## config.mk

```make
export PLATFORM = sky130hd
export DESIGN_NAME = bus_sync
export DESIGN_NICKNAME = d
export VERILOG_FILES = /design/src/rtl/bus_sync.sv
export SDC_FILE = /design/constraint.sdc
export NUM_CORES = 1
export LEC_CHECK = 0
export ABC_AREA = 0
export BUFFER_PORTS_ARGS = -buffer_cell sky130_fd_sc_hd__buf_4
export CORE_MARGIN = 2
export CORE_UTILIZATION = 43
export DETAILED_ROUTE_END_ITERATION = 6
export GPL_ROUTABILITY_DRIVEN = 0
export PLACE_DENSITY_LB_ADDON = 0.12
export RECOVER_POWER = 50
export SLEW_MARGIN = 20
export SYNTH_ARGS = -nofsm -noshare
export SYNTH_HDL_FRONTEND = slang
export SYNTH_SLANG_ARGS = --single-unit
```

## constraint.sdc

```tcl
create_clock -name clk -period 1.35 [get_ports clk]
set_input_delay 0.27 -clock clk [delete_from_list [all_inputs] [get_ports clk]]
set_output_delay 0.27 -clock clk [all_outputs]
set_load 0.02 [all_outputs]
```

## src/rtl/bus_sync.sv

```systemverilog
// Carries a multi-bit bus into the clk domain by synchronising only its enable
// qualifier; the bus itself is captured once the synchronised enable shows an event.
module bus_sync #(
  parameter int BUS_WIDTH  = 8,
  parameter int NUM_STAGES = 2,
  parameter int EDGE_MODE  = 0,
  parameter int CNT_WIDTH  = 4
) (
  input  logic                 clk,
  input  logic                 rst,
  input  logic [BUS_WIDTH-1:0] unsync_bus,
  input  logic                 bus_enable,
  output logic [BUS_WIDTH-1:0] sync_bus,
  output logic                 enable_pulse,
  output logic [CNT_WIDTH-1:0] event_cnt
);

  if (NUM_STAGES < 2 || NUM_STAGES > 4) begin : g_bad_stages
    $error("bus_sync: NUM_STAGES must be in 2..4");
  end

  logic [NUM_STAGES-1:0] en_sync;
  logic                  en_prev;
  logic                  en_last;
  logic                  event_hit;

  assign en_last = en_sync[NUM_STAGES-1];

  // Rising-edge detect in level mode; any change of level is an event in toggle mode.
  assign event_hit = (EDGE_MODE == 1) ? (en_last ^ en_prev) : (en_last & ~en_prev);

  // Reset wins over a simultaneous event, so an in-flight enable is discarded.
  always_ff @(posedge clk) begin
    if (!rst) begin
      en_sync      <= '0;
      en_prev      <= 1'b0;
      sync_bus     <= '0;
      enable_pulse <= 1'b0;
      event_cnt    <= '0;
    end else begin
      en_sync      <= {en_sync[NUM_STAGES-2:0], bus_enable};
      en_prev      <= en_last;
      enable_pulse <= event_hit;
      if (event_hit) begin
        sync_bus  <= unsync_bus;
        event_cnt <= event_cnt + 1'b1;
      end
    end
  end

endmodule

```

==> key figures <==
CTS
  • Hold-fix buffers at CTS: 0
  • CTS tree: yes
  • Sink Count: 16
  • PostCTS Resize Cnt: 0
  • CTS max path bufs: 2
  • Root Driver: clkbuf_4
  • CTS clock-pin slew for the worst setup and hold paths: 80 ps
  • Number of H-tree levels: 1
  • CTS Buf Count: 3
  • Worst-Skew Late Latency: 270 ps
  • Setup bufs post-CTS: 0

GRT
  • Initial antenna violation count: 0
  • All-Layer GR Usage: 0.1293
  • Met2 usage: 0.2188
  • Met1 Resource Use GR: 0.1505
  • Global-route wire length before repair: 1752 µm
  • M3 GR Usage: 0.02586
  • Pin count of the biggest net entering global routing: 17
  • GRT overflow: 0
  • GR peak layer: met2
  • Number of global-route vias before repair: 428

Floorplanning
  • Die H: 42.03 µm
  • Die area: 1767 µm²
  • I/O pin count: 24
  • Initial Util: 0.4662
  • Row count: 13
  • Core Area: 1334 µm²
  • Chip width: 42.03 µm

Final layout
  • Syn-to-layout area delta: 24.75%
  • Final core utilization: 0.5816
  • ANT cells: 0
  • Nets@finish: 100
  • Post-Layout Cell Count: 101
  • Final instance area: 775.7 µm²
  • Layout cell share with drive strength beyond 1: 0.2209

Yosys
  • Syn Std Cell Area: 621.8 µm²
  • Synthesized net count: 74
  • FF+latch count, synth: 16
  • Synth Area per Inst: 10.03 µm²
  • Seq/Total Area, Yosys: 0.5151
  • Library cells used by synthesis: 16
  • Synth Instances: 62
  • Warnings, synthesis: 0

STA
  • Final Hold Viols: 0
  • Min Tclk post-route: 1163 ps
  • Fmax: 859.5 MHz
  • Max-Slew Margin vs Limit: 0.6652
  • Setup-failing EPs final: 0
  • Slew Limit Fails: 0
  • Setup TNS: 0 ps
  • Actual slew at the worst max-slew pin: 502.2 ps
  • Unrepaired setup endpoints after global routing: no
  • Skew final: 0.9650 ps
  • Fin crit share: 0.8618

Drt
  • Pre-Repair DR Iteration Count: 4
  • Via count: 474
  • Drt total wl: 1042 µm
  • Drc violations: 0
  • Routed length per instance: 10.32 µm
  • DR iter-0 viols: 3
  • Routed vias/inst: 4.693
  • Final ANT Viol Nets: 0

Worst hold path
  • Hold Crit Class: in2reg

Job
  • Max-cap violation count: 0

Pwr
  • Worst vdd ir: 0.0005176 V
  • Pwr Density: 1048 nW/µm²
  • Leak: 0.3280 nW

Placement
  • Hpwl dp: 806.9 µm
  • Port Buffers: 23
  • Placed Instances: 98
  • Dpl cell area: 794.5 µm²

Critical path
  • Crit. End Element: primary output
  • Req. time, crit path: 1080 ps
  • Crit Path Max Fanout: 3
  • Crit path DAT: 890 ps
  • Critical Path Start Type: flop
  • WS Path Type: reg2out

Outcome
  • Run status: finished, final reports clean
-- area by class of cell --
| type | count | area, µm² |
|---|---|---|
| fillers | 138 | 558.0 |
| multi-input cells | 43 | 275.3 |
| well taps | 15 | 18.77 |
| clock buffers | 3 | 22.52 |
| flip-flops and latches | 16 | 320.3 |
| repair buffers | 24 | 138.9 |
-- cell usage after synthesis, drive strengths merged --
| cell | instances | share of area |
|---|---|---|
| nand2 | 19 | 0.11 |
| or2b | 1 | 0.012 |
| dfxtp | 16 | 0.52 |
| a21boi | 9 | 0.11 |
| nand2b | 1 | 0.010 |
| mux2i | 1 | 0.016 |
| and2b | 1 | 0.012 |
| and2 | 5 | 0.052 |
| nand3b | 1 | 0.012 |
| nor2b | 1 | 0.022 |
| ha | 1 | 0.020 |
| buf | 2 | 0.036 |
| clkbuf | 1 | 0.0060 |
| nand4 | 1 | 0.034 |
| xnor2 | 2 | 0.028 |
-- worst max-delay path: stages, from the launching register on --
cell and delay (ps):
dfxtp_1 320, buf_4 150, buf_4 150
-- cells in the final DEF (no fill, tap or decap) --
| master | n |
|---|---|
| a21boi_0 | 9 |
| and2_1 | 4 |
| and2_2 | 1 |
| and2b_1 | 1 |
| buf_4 | 13 |
| clkbuf_1 | 11 |
| clkbuf_4 | 3 |
| dfxtp_1 | 16 |
| ha_1 | 1 |
| mux2i_1 | 1 |
| nand2_1 | 19 |
| nand2b_1 | 1 |
| nand3b_1 | 1 |
| nand4_4 | 1 |
| nor2b_4 | 1 |
| or2b_1 | 1 |
| xnor2_1 | 2 |
-- state kept, by name (all words and copies together) (netlist names) --
name / flops
sync_bus: 8
en_sync: 2
event_cnt: 4
enable_pulse: 1
en_prev: 1
-- routing by layer --
| metal | wire length (µm) | vias up |
|---|---|---|
| li1 | - | 246 |
| met1 | 447 | 213 |
| met2 | 517 | 13 |
| met3 | 64 | 2 |
| met4 | 12 | 0 |
| met5 | 0 | - |
-- path summary, 6_finish.rpt --
kind	from	to	slack (ps)	depth (start not counted)
worst max-delay path	event_cnt[0]	event_cnt[0]	190	2
worst min-delay path	bus_enable	en_sync[0]	200	2
worst max register to register	en_prev	event_cnt[0]	240	3
worst min register to register	en_sync[0]	en_sync[1]	450	1
-- kinds of logic (layout without fill, tap and decap cells) --
family                   Yosys count  in the layout  share of synthesized area
XOR/XNOR                           2              2                    0.02817
AND/OR/NAND/NOR                   30             30                     0.2696
adder cells (fa/ha/maj)            1              1                    0.02012
flip-flops                        16             16                     0.5151
AO/OA/AOI/OAI                      9              9                     0.1086
multiplexers                       1              1                    0.01610
buffers and inverters              3             27                    0.04225
-- power by group --
group           total, W  leakage [nW]  switching [W]  internal, W
Combinational  0.0000841         0.184      0.0000426    0.0000415
Clock           0.000235        0.0138       0.000132     0.000103
Sequential      0.000494         0.130     0.00000777     0.000486
-- stage by stage --
| step | setup slack, ps | power (W) | hold WS, ps |
|---|---|---|---|
| floorplan | 180.2 | 0.0005549 | 397.3 |
| global placement | 266.2 | 0.0005980 | 414.0 |
| detailed placement | 228.9 | 0.0005995 | 431.5 |
| CTS | 172.8 | 0.0008369 | 191.8 |
| global route | 136.5 | 0.0008511 | 212.6 |
| finish | 186.6 | 0.0008130 | 203.1 |
Note: power is estimated with default switching activity, not from simulation.
